`src/rtl/cache_fill_fsm.sv`:
```
// Cache line fill controller: on a miss, streams WORDS_PER_LINE pipelined reads and writes data then tag.
// Optional macro CRITICAL_WORD_FIRST_EN starts the fill at the missing word and wraps within the line.
module cache_fill_fsm #(
  parameter int WORDS_PER_LINE = 8,
  parameter int ADDR_W         = 16
) (
  input  logic              clk,
  input  logic              rst,
  input  logic              miss_detected,
  input  logic [ADDR_W-1:0] miss_address,
  input  logic [15:0]       memory_data,
  input  logic              memory_data_valid,
  output logic              fsm_busy,
  output logic              memory_read_req,
  output logic [ADDR_W-1:0] memory_address,
  output logic              write_data_array,
  output logic [ADDR_W-1:0] fill_word_addr,
  output logic [15:0]       fill_data,
  output logic              write_tag_array
);
  localparam int IDX_W = $clog2(WORDS_PER_LINE);
  localparam int CNT_W = IDX_W + 1;
  localparam int OFF_W = IDX_W + 1;  // byte-offset bits within a line
  localparam logic [CNT_W-1:0] CNT_WPL  = CNT_W'(WORDS_PER_LINE);
  localparam logic [CNT_W-1:0] CNT_LAST = CNT_W'(WORDS_PER_LINE - 1);
  localparam logic [CNT_W-1:0] CNT_ONE  = CNT_W'(1);

  typedef enum logic {IDLE = 1'b0, FILL = 1'b1} state_t;

  state_t            state_q, state_d;
  logic [ADDR_W-1:0] base_q, base_d;
  logic [CNT_W-1:0]  issue_cnt_q, issue_cnt_d, recv_cnt_q, recv_cnt_d;
  logic [IDX_W-1:0]  issue_idx, recv_idx;

`ifdef CRITICAL_WORD_FIRST_EN
  logic [IDX_W-1:0] offset_q, offset_d;
  // IDX_W-bit sum wraps modulo the line, so no carry leaves the line
  assign issue_idx = offset_q + issue_cnt_q[IDX_W-1:0];
  assign recv_idx  = offset_q + recv_cnt_q[IDX_W-1:0];
`else
  assign issue_idx = issue_cnt_q[IDX_W-1:0];
  assign recv_idx  = recv_cnt_q[IDX_W-1:0];
`endif

  always_comb begin
    state_d          = state_q;
    base_d           = base_q;
    issue_cnt_d      = issue_cnt_q;
    recv_cnt_d       = recv_cnt_q;
`ifdef CRITICAL_WORD_FIRST_EN
    offset_d         = offset_q;
`endif
    fsm_busy         = 1'b0;
    memory_read_req  = 1'b0;
    write_data_array = 1'b0;
    write_tag_array  = 1'b0;
    memory_address   = base_q + {{(ADDR_W-OFF_W){1'b0}}, issue_idx, 1'b0};
    fill_word_addr   = base_q + {{(ADDR_W-OFF_W){1'b0}}, recv_idx, 1'b0};
    fill_data        = memory_data;
    case (state_q)
      IDLE: begin
        fsm_busy = miss_detected;
        if (miss_detected) begin
          base_d      = {miss_address[ADDR_W-1:OFF_W], {OFF_W{1'b0}}};
          issue_cnt_d = '0;
          recv_cnt_d  = '0;
`ifdef CRITICAL_WORD_FIRST_EN
          offset_d    = miss_address[OFF_W-1:1];
`endif
          state_d     = FILL;
        end
      end
      FILL: begin
        fsm_busy        = 1'b1;
        memory_read_req = (issue_cnt_q < CNT_WPL);
        if (memory_read_req) issue_cnt_d = issue_cnt_q + CNT_ONE;
        if (memory_data_valid) begin
          write_data_array = 1'b1;
          recv_cnt_d       = recv_cnt_q + CNT_ONE;
          // completion tracks the response count only, never latency
          if (recv_cnt_q == CNT_LAST) begin
            write_tag_array = 1'b1;
            state_d         = IDLE;
          end
        end
      end
      default: state_d = IDLE;
    endcase
    // strobes stay quiet while reset is held
    if (rst) begin
      fsm_busy         = 1'b0;
      memory_read_req  = 1'b0;
      write_data_array = 1'b0;
      write_tag_array  = 1'b0;
    end
  end

  always_ff @(posedge clk) begin
    if (rst) begin
      state_q     <= IDLE;
      base_q      <= '0;
      issue_cnt_q <= '0;
      recv_cnt_q  <= '0;
`ifdef CRITICAL_WORD_FIRST_EN
      offset_q    <= '0;
`endif
    end else begin
      state_q     <= state_d;
      base_q      <= base_d;
      issue_cnt_q <= issue_cnt_d;
      recv_cnt_q  <= recv_cnt_d;
`ifdef CRITICAL_WORD_FIRST_EN
      offset_q    <= offset_d;
`endif
    end
  end
endmodule
```
`config.mk`:
```
export PLATFORM = sky130hd
export DESIGN_NAME = cache_fill_fsm
export DESIGN_NICKNAME = d
export VERILOG_FILES = /design/src/rtl/cache_fill_fsm.sv
export SDC_FILE = /design/constraint.sdc
export NUM_CORES = 1
export LEC_CHECK = 0
export ABC_AREA = 0
export CORE_ASPECT_RATIO = 1.25
export CORE_MARGIN = 2
export CORE_UTILIZATION = 45
export CTS_CLUSTER_SIZE = 10
export DETAILED_ROUTE_END_ITERATION = 12
export DONT_BUFFER_PORTS = 1
export GPL_TIMING_DRIVEN = 0
export SLEW_MARGIN = 20
export SYNTH_ARGS = -nofsm -noshare
export SYNTH_HDL_FRONTEND = slang
export SYNTH_SLANG_ARGS = --single-unit
```
`constraint.sdc`:
```
create_clock -name clk -period 1.1 [get_ports clk]
set_input_delay 0.33 -clock clk [delete_from_list [all_inputs] [get_ports clk]]
set_output_delay 0.33 -clock clk [all_outputs]
set_load 0.02 [all_outputs]
```
==> impl_metrics.tcl <==
set metrics [dict create \
    hold_ws_ns 0.0733 \
    finalPower_mw 1.64 \
    drive_gt1_share_pct 60.5 \
    start_kind "flip-flop" \
    max_freq_mhz 640 \
    yosys-top-cells-area "dfxtp_1 (37%), buf_4 (24%), nand2_1 (9.3%)" \
    syn_to_final_growth_pct 43.2 \
    r2r_end "recv_cnt_q[3]" \
    vias 985 \
    crit_path_start "recv_cnt_q[0]" \
    fin_ws_ns -0.461 \
    worstPathRequired_ns 0.77 \
    core_area_um2 2400 \
    gp_congestion 0.716 \
    layout_common_cells "buf_6 (28), nand2_1 (26), buf_4 (23)" \
    pre_cts_slack_ns -0.219 \
    synth_top_area_share_pct 37.1 \
    slowest_delay_ns 0.38 \
    placed_cells 179 \
    grt_first_pass_wirelength_mm 3.86 \
    n_antenna_cell 0 \
    ant_nets 0 \
    port_buffers 0 \
    wl_mm 2.69 \
    power_density_nw_per_um2 1010 \
    switching_share_pct 31.4 \
    vias_per_cell 5.05 \
    synthCells 145 \
    synth.distinct_cells 25 \
    htreeDepth 1 \
    finalClockSkew_ns 0.00246 \
    syn_avg_cell_area_um2 7.82 \
    synth-seq-cells 21 \
    cts_buffers 3 \
    reg2regPathDepth 5 \
    clkPwrFrac_pct 22.0 \
    grt_pass1_vias 880 \
    reg2reg_setup_slack_ns -0.17 \
    setup_viol 22 \
    wl_per_cell_um 13.8 \
    rsz0062_at_grt "yes" \
    final_max_slew_viol_count 0 \
    ys_seq_area_share_pct 37.1 \
    start_util_pct 47.2 \
    hold_class "input port to flip-flop" \
    final_hold_viol_count 0 \
    outcome "finished with violations" \
    p_sw_uw 515 \
    min_path_cells 1 \
    clock-sinks 21 \
    dieArea_um2 2940 \
    synthArstFlopShare_pct 0 \
    failed_checks "setup timing" \
    synth_enable_flop_cells 0 \
    io_pins 88 \
    final_common_cell "buf_6" \
    p_int_mw 1.12 \
    die_w_um 48.9 \
    final_cell_count_no_fill 195 \
    cts_buffer_depth 2 \
    core.rowCount 20 \
    crit_chain "ha_4 -> nand2_4 -> nor4_4" \
    cp-end-kind "primary output" \
    drt_iter0_markers 10 \
    p_leak_nw 0.661 \
    insertion_delay_ns 0.30 \
    post-route-period-util_pct 142 \
    critPathKind "flip-flop to primary output" \
    hpwlAfterDp_mm 1.81 \
    max_slew_margin_pct 60.8 \
    cts_tree "yes" \
    grt_max_degree 13 \
    slowest_stage "dfxtp_4" \
    final_nets 201 \
    finalCriticalPeriod_ns 1.56 \
    max_cap_viol_count 0 \
    crit_end "write_tag_array" \
    grtUsageTotal_pct 17.4 \
    cp.arrival_ns 1.23 \
    dieHeight_um 60.1 \
    ys_warn_count 0 \
    synth_area_um2 1130 \
    drtPass1Iterations 3 \
    ir_drop_mv 0.772 \
    root_buffer "clkbuf_4" \
    worst_r2r_startpoint "recv_cnt_q[1]" \
    antenna_found_initial 0 \
    synth_top_cell_by_area "dfxtp_1" \
    overflow 0 \
    comb_power_share_pct 26.5 \
    drc_errors 0 \
    synthFlopType "dfxtp_1" \
    clk_pin_slew_worst_paths_ns 0.11 \
    worst-path-max-fanout 3 \
    tightest_slew_ns 0.588 \
    seqPwrFrac_pct 51.5 \
]
worst min path at each step:
| stage | startpoint | endpoint |
|---|---|---|
| finish | rst | issue_cnt_q[2] |
| global placement | rst | issue_cnt_q[3] |
| global route | rst | issue_cnt_q[2] |
| CTS | rst | issue_cnt_q[2] |
| detailed placement | rst | issue_cnt_q[2] |
| floorplan | rst | issue_cnt_q[2] |
worst max-delay path: cells and delay by family (launching register included):
kind / cells / cell delay [ns]
adder cells (fa/ha/maj): 1 / 0.15
AND/OR/NAND/NOR: 2 / 0.40
flip-flops: 1 / 0.38
metrics by stage:
step	setup TNS, ns	cell area [um2]	util (%)
5_1_grt	-4.22	1620	67.6
4_1_cts	-2.91	1530	63.6
3_3_place_gp	-0.530	1250	52.0
6_report	-2.94	1620	67.6
3_5_place_dp	-0.588	1250	52.0
2_1_floorplan	-0.220	1210	-
repair_timing:
item	4_1_cts	5_1_grt
endpoints found under the setup margin	45	39
setup buffers	11	3
pin swaps	4	15
gates resized for setup	63	24
hold buffers	0	0
synth_stat cells, types with 2 or more instances:
library cell and count:
buf_4 36, nand2_1 28, dfxtp_1 21, a21oi_1 18, o21ai_0 5, buf_2 4, nand3_1 4, nor2_1 4
a31oi_1 3, nor3_1 3, clkbuf_1 2, ha_1 2, inv_1 2, nand2b_1 2
sequential cells by signal, indices dropped and copies added (netlist names):
signal       count
state_q          1
base_q          12
issue_cnt_q      4
recv_cnt_q       4
final cells by class:
type                    instances  area, um2
inverters                       2       7.51
fillers                       216        779
clock buffers                   3       22.5
repair buffers                 12        120
multi-input cells              81        553
plain buffers                  42        392
clock inverters                 1       5.00
flip-flops and latches         21        482
well taps                      33       41.3
cells by family after synthesis:
logic type                 synth area share, %
adders and majority gates                 2.21
DFF                                       37.1
buffers and inverters                     26.9
other                                    0.331
and+or+nand+nor                           19.4
AOI/OAI and AO/OA                         14.0
power by group through the flow:
stage | sequential, mW | combinational (mW) | clock, mW
floorplan | 0.868 | 0.299 | 0
global placement | 0.874 | 0.328 | 0
detailed placement | 0.876 | 0.330 | 0
CTS | 0.843 | 0.396 | 0.373
global route | 0.850 | 0.462 | 0.415
finish | 0.843 | 0.434 | 0.360
metal layers:
layer	vias up	part of all wire, %	global-route usage (%)
met2	46	58	32.7
met5	-	0	0
li1	478	-	-
met1	451	31	17.2
met4	0	2.9	9.80
met3	10	7.6	5.00
Note: power is estimated with default switching activity, not from simulation.
